[config.mk]
export PLATFORM = sky130hd
export DESIGN_NAME = uart_dec_line_reader
export DESIGN_NICKNAME = d
export VERILOG_FILES = /design/src/rtl/uart_dec_line_reader.sv
export SDC_FILE = /design/constraint.sdc
export NUM_CORES = 1
export LEC_CHECK = 0
export CELL_PAD_IN_SITES_DETAIL_PLACEMENT = 1
export CELL_PAD_IN_SITES_GLOBAL_PLACEMENT = 1
export CORE_AREA = 2 2 167 104
export CTS_CLUSTER_SIZE = 24
export DETAILED_ROUTE_END_ITERATION = 6
export DIE_AREA = 0 0 169 106
export GPL_ROUTABILITY_DRIVEN = 0
export GPL_TIMING_DRIVEN = 1
export PLACE_DENSITY_LB_ADDON = 0.12
export SLEW_MARGIN = 20
export SYNTH_ARGS = -nofsm -noshare
export SYNTH_HDL_FRONTEND = slang
export SYNTH_SLANG_ARGS = --single-unit
[constraint.sdc]
create_clock -name clk_i -period 3.85 [get_ports clk_i]
set_clock_uncertainty 0.2 [all_clocks]
set_input_delay 0.5775 -clock clk_i [delete_from_list [all_inputs] [get_ports clk_i]]
set_output_delay 0.5775 -clock clk_i [all_outputs]
set_load 0.02 [all_outputs]
[src/rtl/uart_dec_line_reader.sv]
// Line reader: collects decimal keystrokes from the UART receiver, echoes
// them (with backspace editing) through a 4-entry echo FIFO, and on Enter
// converts the buffered digits into a saturated binary number.
module uart_dec_line_reader #(
    parameter int MAX_DIGITS = 5,
    parameter int WIDTH      = 16
) (
    input  logic             clk_i,
    input  logic             rst_i,
    input  logic             start_i,
    input  logic             rx_valid_i,
    input  logic [7:0]       rx_byte_i,
    output logic             echo_valid_o,
    output logic [7:0]       echo_byte_o,
    input  logic             echo_ready_i,
    output logic [WIDTH-1:0] num_o,
    output logic             num_valid_o,
    output logic             overflow_o,
    output logic             busy_o
);

    localparam int CW = $clog2(MAX_DIGITS + 1);
    localparam int BW = MAX_DIGITS * 4;
    localparam int AW = WIDTH + 4;
    localparam logic [AW-1:0] SAT = {4'b0000, {WIDTH{1'b1}}};

    typedef enum logic [1:0] {IDLE, ACTIVE, CONV, DONE} state_t;

    state_t           state_q, state_d;
    logic [BW-1:0]    bcd_q, bcd_d;
    logic [CW-1:0]    cnt_q, cnt_d;
    logic [CW-1:0]    rem_q, rem_d;      // digits still to be converted
    logic [AW-1:0]    acc_q, acc_d;
    logic             ovf_q, ovf_d;      // sticky saturation flag during CONV
    logic [WIDTH-1:0] num_q, num_d;
    logic             novf_q, novf_d;

    logic [3:0][7:0]  mem_q;
    logic [1:0]       rd_q;
    logic [2:0]       occ_q;
    logic [1:0]       push_n;
    logic [2:0][7:0]  push_b;
    logic             pop;
    logic [2:0]       free;
    logic [1:0]       wptr;

    logic             is_digit, is_bs, is_cr;
    logic [3:0]       cur_digit;
    logic [AW-1:0]    acc_nxt;

    assign is_digit = (rx_byte_i >= 8'h30) && (rx_byte_i <= 8'h39);
    assign is_bs    = (rx_byte_i == 8'h08) || (rx_byte_i == 8'h7F);
    assign is_cr    = (rx_byte_i == 8'h0D);

    assign echo_valid_o = (occ_q != 3'd0);
    assign echo_byte_o  = echo_valid_o ? mem_q[rd_q] : 8'h00;
    assign pop          = echo_valid_o && echo_ready_i;
    assign free         = 3'd4 - occ_q;
    assign wptr         = rd_q + occ_q[1:0];

    assign num_o       = num_q;
    assign overflow_o  = novf_q;
    assign num_valid_o = (state_q == DONE);
    assign busy_o      = (state_q != IDLE);

    // Oldest remaining digit: the newest digit sits in the low nibble, so the
    // oldest unconsumed one is nibble rem-1.
    always_comb begin
        cur_digit = 4'd0;
        for (int i = 0; i < MAX_DIGITS; i++) begin
            if (int'(rem_q) == i + 1) cur_digit = bcd_q[i*4 +: 4];
        end
        acc_nxt = acc_q * AW'(10) + {{(AW-4){1'b0}}, cur_digit};
    end

    // Next-state: byte acceptance in ACTIVE, conversion in CONV, start abort.
    always_comb begin
        state_d = state_q;
        bcd_d   = bcd_q;
        cnt_d   = cnt_q;
        rem_d   = rem_q;
        acc_d   = acc_q;
        ovf_d   = ovf_q;
        num_d   = num_q;
        novf_d  = novf_q;
        push_n  = 2'd0;
        push_b  = '0;
        case (state_q)
            ACTIVE: begin
                if (rx_valid_i) begin
                    if (is_digit) begin
                        if (cnt_q < CW'(MAX_DIGITS) && free >= 3'd1) begin
                            bcd_d     = (bcd_q << 4) | BW'(rx_byte_i[3:0]);
                            cnt_d     = cnt_q + CW'(1);
                            push_n    = 2'd1;
                            push_b[0] = rx_byte_i;
                        end
                    end else if (is_bs) begin
                        if (cnt_q != '0 && free >= 3'd3) begin
                            bcd_d     = bcd_q >> 4;
                            cnt_d     = cnt_q - CW'(1);
                            push_n    = 2'd3;
                            push_b[0] = 8'h08;
                            push_b[1] = 8'h20;
                            push_b[2] = 8'h08;
                        end
                    end else if (is_cr) begin
                        if (free >= 3'd2) begin
                            push_n    = 2'd2;
                            push_b[0] = 8'h0D;
                            push_b[1] = 8'h0A;
                            rem_d     = cnt_q;
                            acc_d     = '0;
                            ovf_d     = 1'b0;
                            state_d   = CONV;
                        end
                    end
                end
            end
            CONV: begin
                if (rem_q != '0) begin
                    // once clamped, acc*10+d always exceeds SAT, so it stays clamped
                    if (acc_nxt > SAT) begin
                        acc_d = SAT;
                        ovf_d = 1'b1;
                    end else begin
                        acc_d = acc_nxt;
                    end
                    rem_d = rem_q - CW'(1);
                end
                if (rem_q <= CW'(1)) begin
                    state_d = DONE;
                    num_d   = acc_d[WIDTH-1:0];
                    novf_d  = ovf_d;
                end
            end
            DONE:    state_d = IDLE;
            default: state_d = state_q;
        endcase
        if (start_i) begin
            state_d = ACTIVE;
            bcd_d   = '0;
            cnt_d   = '0;
            num_d   = '0;
            novf_d  = 1'b0;
            push_n  = 2'd0;
        end
    end

    // Control and datapath registers.
    always_ff @(posedge clk_i) begin
        if (rst_i) begin
            state_q <= IDLE;
            bcd_q   <= '0;
            cnt_q   <= '0;
            rem_q   <= '0;
            acc_q   <= '0;
            ovf_q   <= 1'b0;
            num_q   <= '0;
            novf_q  <= 1'b0;
        end else begin
            state_q <= state_d;
            bcd_q   <= bcd_d;
            cnt_q   <= cnt_d;
            rem_q   <= rem_d;
            acc_q   <= acc_d;
            ovf_q   <= ovf_d;
            num_q   <= num_d;
            novf_q  <= novf_d;
        end
    end

    // Echo FIFO: up to three bytes pushed and one popped per cycle.
    always_ff @(posedge clk_i) begin
        if (rst_i) begin
            mem_q <= '0;
            rd_q  <= 2'd0;
            occ_q <= 3'd0;
        end else begin
            for (int k = 0; k < 3; k++) begin
                if (k < int'(push_n)) mem_q[wptr + 2'(k)] <= push_b[k];
            end
            rd_q  <= rd_q + {1'b0, pop};
            occ_q <= occ_q + {1'b0, push_n} - {2'b00, pop};
        end
    end

endmodule

==> results of run 1 <==
metal layers:
metal	vias up	global-route usage [%]	share of wire (%)
li1	3065	-	-
met1	3237	41.9	52
met2	200	37.3	41
met3	17	4.13	5.8
met4	0	4.27	0.72
met5	-	0	0
per-stage QoR:
stage / TNS [ns] / instance area [µm²] / worst slack [ns] / instances / power, mW
finish: -0.0609 / 8340 / -0.0288 / 1093 / 2.67
global route: -5.38 / 8340 / -0.232 / 1093 / 2.78
CTS: 0 / 8150 / 0.00285 / 1087 / 2.67
detailed placement: -2.81 / 7620 / -0.216 / 1064 / 1.72
global placement: -0.248 / 7620 / -0.0528 / 1064 / 1.69
floorplan: 0 / 6580 / 0.0933 / 786 / 1.51
cell families (layout without fill, tap and decap cells):
family,Yosys count,count (layout),share of synthesized area (%)
xor+xnor,34,34,4.52
simple gates,286,286,21.0
buf+inv,67,160,4.18
compound gates,223,223,23.8
fa+ha+maj,58,58,11.5
flops,102,102,31.0
mux,16,16,3.95
placed cells by master, fill, tap and decap left out, types with 4 or more instances in the layout:
| cell | netlist | layout |
|---|---|---|
| nor2_1 | 96 | 96 |
| dfxtp_1 | 102 | 94 |
| buf_4 | 2 | 80 |
| nand2_1 | 73 | 71 |
| a21oi_1 | 56 | 54 |
| ha_1 | 54 | 41 |
| clkdlybuf4s50_1 | 0 | 40 |
| a311oi_1 | 28 | 26 |
| o21ai_0 | 25 | 25 |
| xnor2_1 | 24 | 23 |
| and2_1 | 20 | 20 |
| nand3_1 | 19 | 19 |
| inv_1 | 18 | 16 |
| or3_1 | 17 | 16 |
| o211ai_1 | 16 | 16 |
| a211oi_1 | 18 | 15 |
| a21o_1 | 12 | 12 |
| a41oi_1 | 11 | 11 |
| ha_4 | 0 | 11 |
| nand2b_1 | 9 | 9 |
| clkbuf_16 | 0 | 9 |
| mux4_2 | 8 | 8 |
| xor2_1 | 10 | 8 |
| nor2b_1 | 8 | 8 |
| mux2i_1 | 8 | 8 |
| a31oi_1 | 8 | 7 |
| nor3b_1 | 8 | 7 |
| and3_1 | 7 | 6 |
| nor3_1 | 8 | 6 |
| dfxtp_2 | 0 | 6 |
| nand3b_1 | 5 | 5 |
| o31ai_1 | 4 | 4 |
| a21oi_2 | 2 | 4 |
| o21a_1 | 4 | 4 |
path summary, 6_finish.rpt:
kind	slack (ns)	from	cells after the start	end
setup / recovery	-0.03	acc_q[3]	16	ovf_q
hold / removal	0.28	num_o[3]	2	num_o[3]
setup reg to reg	-0.03	acc_q[3]	16	ovf_q
hold reg to reg	0.28	num_o[3]	2	num_o[3]
worst max-delay path: cells and delay by family (launching register included):
family | cells | cell delay (ns)
compound gates | 5 | 1.12
fa+ha+maj | 3 | 0.76
buf+inv | 4 | 0.65
simple gates | 3 | 0.50
flops | 1 | 0.35
xor+xnor | 1 | 0.17
power groups by stage:
stage	logic [mW]	registers [mW]	clock network [mW]
2_1_floorplan	0.383	1.13	0
5_1_grt	0.654	1.12	1.01
3_3_place_gp	0.552	1.14	0
6_report	0.590	1.12	0.959
3_5_place_dp	0.578	1.14	0
4_1_cts	0.586	1.12	0.971
Yosys cell counts, drive strengths merged (3+ instances only):
| cell type | number | area, µm² |
|---|---|---|
| dfxtp | 102 | 2040 |
| nor2 | 96 | 360 |
| nand2 | 73 | 274 |
| a21oi | 58 | 298 |
| ha | 54 | 676 |
| clkbuf | 35 | 131 |
| o21ai | 30 | 154 |
| a311oi | 28 | 245 |
| xnor2 | 24 | 210 |
| and2 | 20 | 125 |
| a211oi | 19 | 148 |
| nand3 | 19 | 95.1 |
| inv | 18 | 67.6 |
| or3 | 18 | 118 |
| o211ai | 16 | 120 |
| a21o | 12 | 90.1 |
| a41oi | 12 | 113 |
| buf | 12 | 68.8 |
| xor2 | 10 | 87.6 |
| nand2b | 9 | 56.3 |
| nor3b | 9 | 72.6 |
| a31oi | 8 | 50.1 |
| mux2i | 8 | 80.1 |
| mux4 | 8 | 180 |
| nor2b | 8 | 50.1 |
| nor3 | 8 | 40.0 |
| and3 | 7 | 43.8 |
| nand3b | 5 | 37.5 |
| o31ai | 5 | 42.5 |
| fa | 4 | 80.1 |
| o21a | 4 | 30.0 |
| or2 | 4 | 25.0 |
| a22oi | 3 | 22.5 |
| nor4 | 3 | 25.0 |
| o2111a | 3 | 35.0 |
| o41ai | 3 | 26.3 |
area by class of cell:
| class | count | area [µm²] |
|---|---|---|
| flip-flops and latches | 102 | 2060 |
| well taps | 214 | 268 |
| clock buffers | 9 | 225 |
| multi-input cells | 617 | 4570 |
| clock inverters | 7 | 73.8 |
| repair buffers | 124 | 1060 |
| inverters | 20 | 77.6 |
| fillers | 1972 | 8230 |
sequential cells by signal, summed over array words and instances (netlist names):
register / flops
occ_q: 3
rd_q: 2
rem_q: 3
mem_q: 32
state_q: 2
overflow_o: 1
bcd_q: 20
ovf_q: 1
acc_q: 19
num_o: 16
cnt_q: 3
what timing repair did:
item,in CTS,in global routing
setup buffers,6,7
endpoints found under the setup margin,34,34
pin swaps,15,22
gates resized for setup,39,24
cloned,1,0
==> results.md, run 1 <==
* Max Slew Vio Count at 0
* Crit path required time at 3.88 ns
* Die Ht at 106 µm
* Antenna violations before repair at 0
* Seq cells post-synth at 102
* Sequential area share after synthesis at 31.0%
* Synth warnings at 0
* Routed len/inst at 21.3 µm
* FFs w/ async S/R, synth at 0%
* Vias in the first global route at 6496
* Slowest stage delay, CP at 0.41 ns
* Final period utilization at 101%
* CTS tree: yes
* HP Class: register to register
* Layout cells sized above 1 at 19.1%
* Crit path time final at 3.88 ns
* IO Port Bufs at 40
* Max Fanout on Critical Path at 6
* Final hold violations at 0
* Sw Pwr at 900 µW
* Fmax at 258 MHz
* Status: complete, but fails checks
* Peak supply drop at 0.220 mV
* Sw frac at 33.8%
* Vias per cell at 5.96
* Endpoint class of the critical path: register
* Layout Area Growth over Synthesis at 26.7%
* CTS Hold Bufs at 0
* Netlist Area Pre-Place at 6580 µm²
* WP data arrival at 3.91 ns
* Layout Utilization at 50.3%
* Clock latency on the worst-skew pair at 0.37 ns
* Tot GR Track Use at 26.3%
* CTS clock-pin slew for the worst setup and hold paths at 0.08 ns
* Final WS setup at -0.0288 ns
* Initial DRT Pass Iterations at 5
* Core ar. at 16600 µm²
* Slew headroom at 46.2%
* Sink Count at 102
* Final ANT Viol Nets at 0
* First-pass GRT wire length at 36.7 mm
* CTS HTree Levels at 3
* Drt first-iter violations at 651
* Ant. Diodes at 0
* DPL Wire Length at 17.1 mm
* Syn Nets at 857
* Initial cell density of the core at 39.7%
* CTS buffer count at 9
* Via Count at 6519
* Final wirelength at 23.3 mm
* Core Rows at 37
* Residual DRC at 0
* Clock group share of total power at 36.0%
* Crit Path Category: register to register
* Final net count at 945
* RSZ-0062 raised after global routing: true
* Die Area at 17900 µm²
* IO Count at 41
* CTS Root Cell: clkbuf_16
* GRT overflow at 0
* CP startpoint kind: register
* Violated checks: setup timing
* Yosys cell types at 73
* Largest net degree at the start of global routing at 35
* Internal power at 1.77 mW
* CP cell instances: ha_4 > ha_4 > fa_2 > a21o_1 > a221o_1 > buf_6 > o31ai_4 > xnor2_1 > and4bb_1 > and3_4 > buf_4 > o211ai_1 > buf_4 > buf_4 > a31oi_2 > nor2_1
* Maxcap violations at 0
* Post-synth EDFFs at 0
* Ys flop type: dfxtp_1
* CTS max path bufs at 2
* Leak at 3.21 nW
* Final hold slack at 0.281 ns
* Power density over the cells at 320 nW/µm²
* Slowest CP cell: a221o_1
* CP dominant cell by count: buf_4
* Die Width at 169 µm
* Worst Tran Pin Value at 0.807 ns
* Sequential share of power at 41.9%
* Synthesized instance count at 786
* Setup violators final at 4
* Syn Area/Cell at 8.37 µm²
* Logic pwr share at 22.1%
Note: power is estimated with default switching activity, not from simulation.
==> run 2: changes to the inputs <==
--- a/config.mk
+++ b/config.mk
@@ -13,7 +13,7 @@
 export DIE_AREA = 0 0 169 106
 export GPL_ROUTABILITY_DRIVEN = 0
 export GPL_TIMING_DRIVEN = 1
-export PLACE_DENSITY_LB_ADDON = 0.12
+export PLACE_DENSITY_LB_ADDON = 0.15
 export SLEW_MARGIN = 20
 export SYNTH_ARGS = -nofsm -noshare
 export SYNTH_HDL_FRONTEND = slang
==> run 2 against run 1 <==
The run ends with DRC, setup timing left. Worst hold slack got worse by 0.00052 ns. Maximum frequency shrank 0.35%. Flip-flop and latch count is the same. Cell count up 0.18%. Utilization increased by 0.91 points. Via count grew 0.74%. Register-to-register slack about the same. First-iteration DRC count decreased by 16%. Wire length is 0.79% lower. Global-route usage down 0.67 points. Critical endpoint is now acc_q[0]. Largest power group unchanged.
==> results.md, run 2 (synthesized netlist as in run 1, its figures left out) <==
* CTS clock-pin slew for the worst setup and hold paths at 0.08 ns
* Endpoint class of the critical path: register
* WP data arrival at 3.93 ns
* Final hold violations at 0
* Sink Count at 102
* Residual DRC at 3
* Max Slew Vio Count at 0
* Core ar. at 16600 µm²
* Vias per cell at 6.00
* CTS Hold Bufs at 0
* CTS max path bufs at 2
* Final WS setup at -0.0425 ns
* Die Width at 169 µm
* Placed instance area at 7620 µm²
* Min-Delay Endpoint: acc_q[17]
* Final net count at 947
* Violated checks: DRC, setup timing
* Initial cell density of the core at 39.7%
* Max Fanout on Critical Path at 12
* Vias in the first global route at 6461
* FF-to-FF Start: acc_q[1]
* Layout Area Growth over Synthesis at 29.0%
* RSZ-0062 raised after global routing: true
* CTS tree: yes
* CTS buffer count at 9
* Final period utilization at 101%
* Maxcap violations at 0
* Fmax at 257 MHz
* Clock latency on the worst-skew pair at 0.36 ns
* Final wirelength at 23.1 mm
* HP Class: register to register
* Die Ht at 106 µm
* CTS HTree Levels at 3
* Ant. Diodes at 0
* Top reg by flops: mem_q
* Worst reg2reg path depth at 14
* DPL Wire Length at 16.9 mm
* Final hold slack at 0.280 ns
* Largest net degree at the start of global routing at 35
* GRT overflow at 0
* Setup violators final at 1
* Die Area at 17900 µm²
* Biggest regs: mem_q: 32 flops, bcd_q: 20 flops, acc_q: 19 flops
* Power density over the cells at 311 nW/µm²
* Slew headroom at 40.3%
* Crit path required time at 3.89 ns
* Tot GR Track Use at 25.6%
* Layout cells sized above 1 at 22.2%
* Antenna violations before repair at 0
* Hold Crit Start: acc_q[17]
* Reg2reg setup slack at -0.04 ns
* Via Count at 6567
* Peak supply drop at 0.208 mV
* IO Port Bufs at 40
* Crit Path Category: register to register
* CTS Root Cell: clkbuf_16
* R2r endpoint: acc_q[0]
* IO Count at 41
* Max FFs per register at 32
* Placed Instances at 1065
* Commonest non-fill, non-tap cells in the layout: 92 x nor2_1, 92 x dfxtp_1, 78 x buf_4, 70 x nand2_1, 48 x a21oi_1
* Cell area after layout at 8490 µm²
* Fin cells at 1095
* Core Rows at 37
* Final ANT Viol Nets at 0
* Post-place setup slack at -0.214 ns
* Initial DRT Pass Iterations at 7
* Worst Tran Pin Value at 0.896 ns
* Drt first-iter violations at 546
* CP startpoint kind: register
* Crit path time final at 3.89 ns
* Leak at 3.25 nW
* First-pass GRT wire length at 36.2 mm
* Status: complete, but fails checks
* Routed len/inst at 21.1 µm
* Hold Path Stages at 1
[run 2: worst max path at each step]
stage                        start         end  slack (ns)  depth (start not counted)
after floorplan           rem_q[1]   acc_q[11]        0.09                         20
after global placement    acc_q[1]    acc_q[0]       -0.09                         13
after detailed placement  acc_q[1]    acc_q[0]       -0.21                         14
after CTS                 rem_q[1]    num_o[6]       -0.05                         20
after global routing      rem_q[0]  overflow_o       -0.14                         20
final                     acc_q[1]    acc_q[0]       -0.04                         14
[run 2: final cells by class]
class	instances	area (µm²)
fill	1931	8080
multi-input combinational	617	4690
sequential	102	2060
timing repair buffer	126	1090
tap	214	268
clock buffer	9	225
inverter	20	77.6
clock inverter	7	73.8
[run 2: repair_timing]
action,in CTS,in global routing
pin swaps,30,32
cloned,1,0
hold endpoints to repair,0,0
resized for setup,41,56
buffers inserted,8,5
endpoints found under the setup margin,34,34
[run 2: per-layer routing]
metal	track usage, %	vias up	part of all wire [%]
met5	0	-	0
met4	3.30	0	0.63
met3	5.51	18	6.1
met2	37.1	186	42
met1	39.6	3304	51
li1	-	3059	-
[run 2: worst max-delay path, stage by stage, from the launching register on]
cell and delay (ns):
dfxtp_2 0.39, ha_4 0.22, ha_4 0.17, fa_2 0.40
a21o_1 0.20, a221o_1 0.38, buf_6 0.16, o31ai_4 0.21
xnor2_2 0.12, and4bb_1 0.24, and3_1 0.17, or3_4 0.39
buf_12 0.17, a311oi_2 0.26, nor3_1 0.10
[run 2: report_power, final]
part           internal [mW]  total, mW  switching, mW
clock                  0.462      0.947          0.485
combinational          0.217      0.551          0.334
sequential              1.08       1.14         0.0621
total                   1.76       2.64          0.881
[run 2: metrics by stage]
step	utilization, %	power (mW)	TNS (ns)
5_1_grt	51.2	2.77	-2.64
3_5_place_dp	46.0	1.70	-4.15
3_3_place_gp	46.0	1.68	-1.33
4_1_cts	49.3	2.65	-0.497
2_1_floorplan	-	1.51	0
6_report	51.2	2.64	-0.0425
==> run 3: changes to the inputs <==
--- a/config.mk
+++ b/config.mk
@@ -14,7 +14,6 @@
 export GPL_ROUTABILITY_DRIVEN = 0
 export GPL_TIMING_DRIVEN = 1
 export PLACE_DENSITY_LB_ADDON = 0.15
-export SLEW_MARGIN = 20
 export SYNTH_ARGS = -nofsm -noshare
 export SYNTH_HDL_FRONTEND = slang
 export SYNTH_SLANG_ARGS = --single-unit
==> results of run 3 <==
Same layout as run 2: the final DEF is identical, and so are final timing and power.
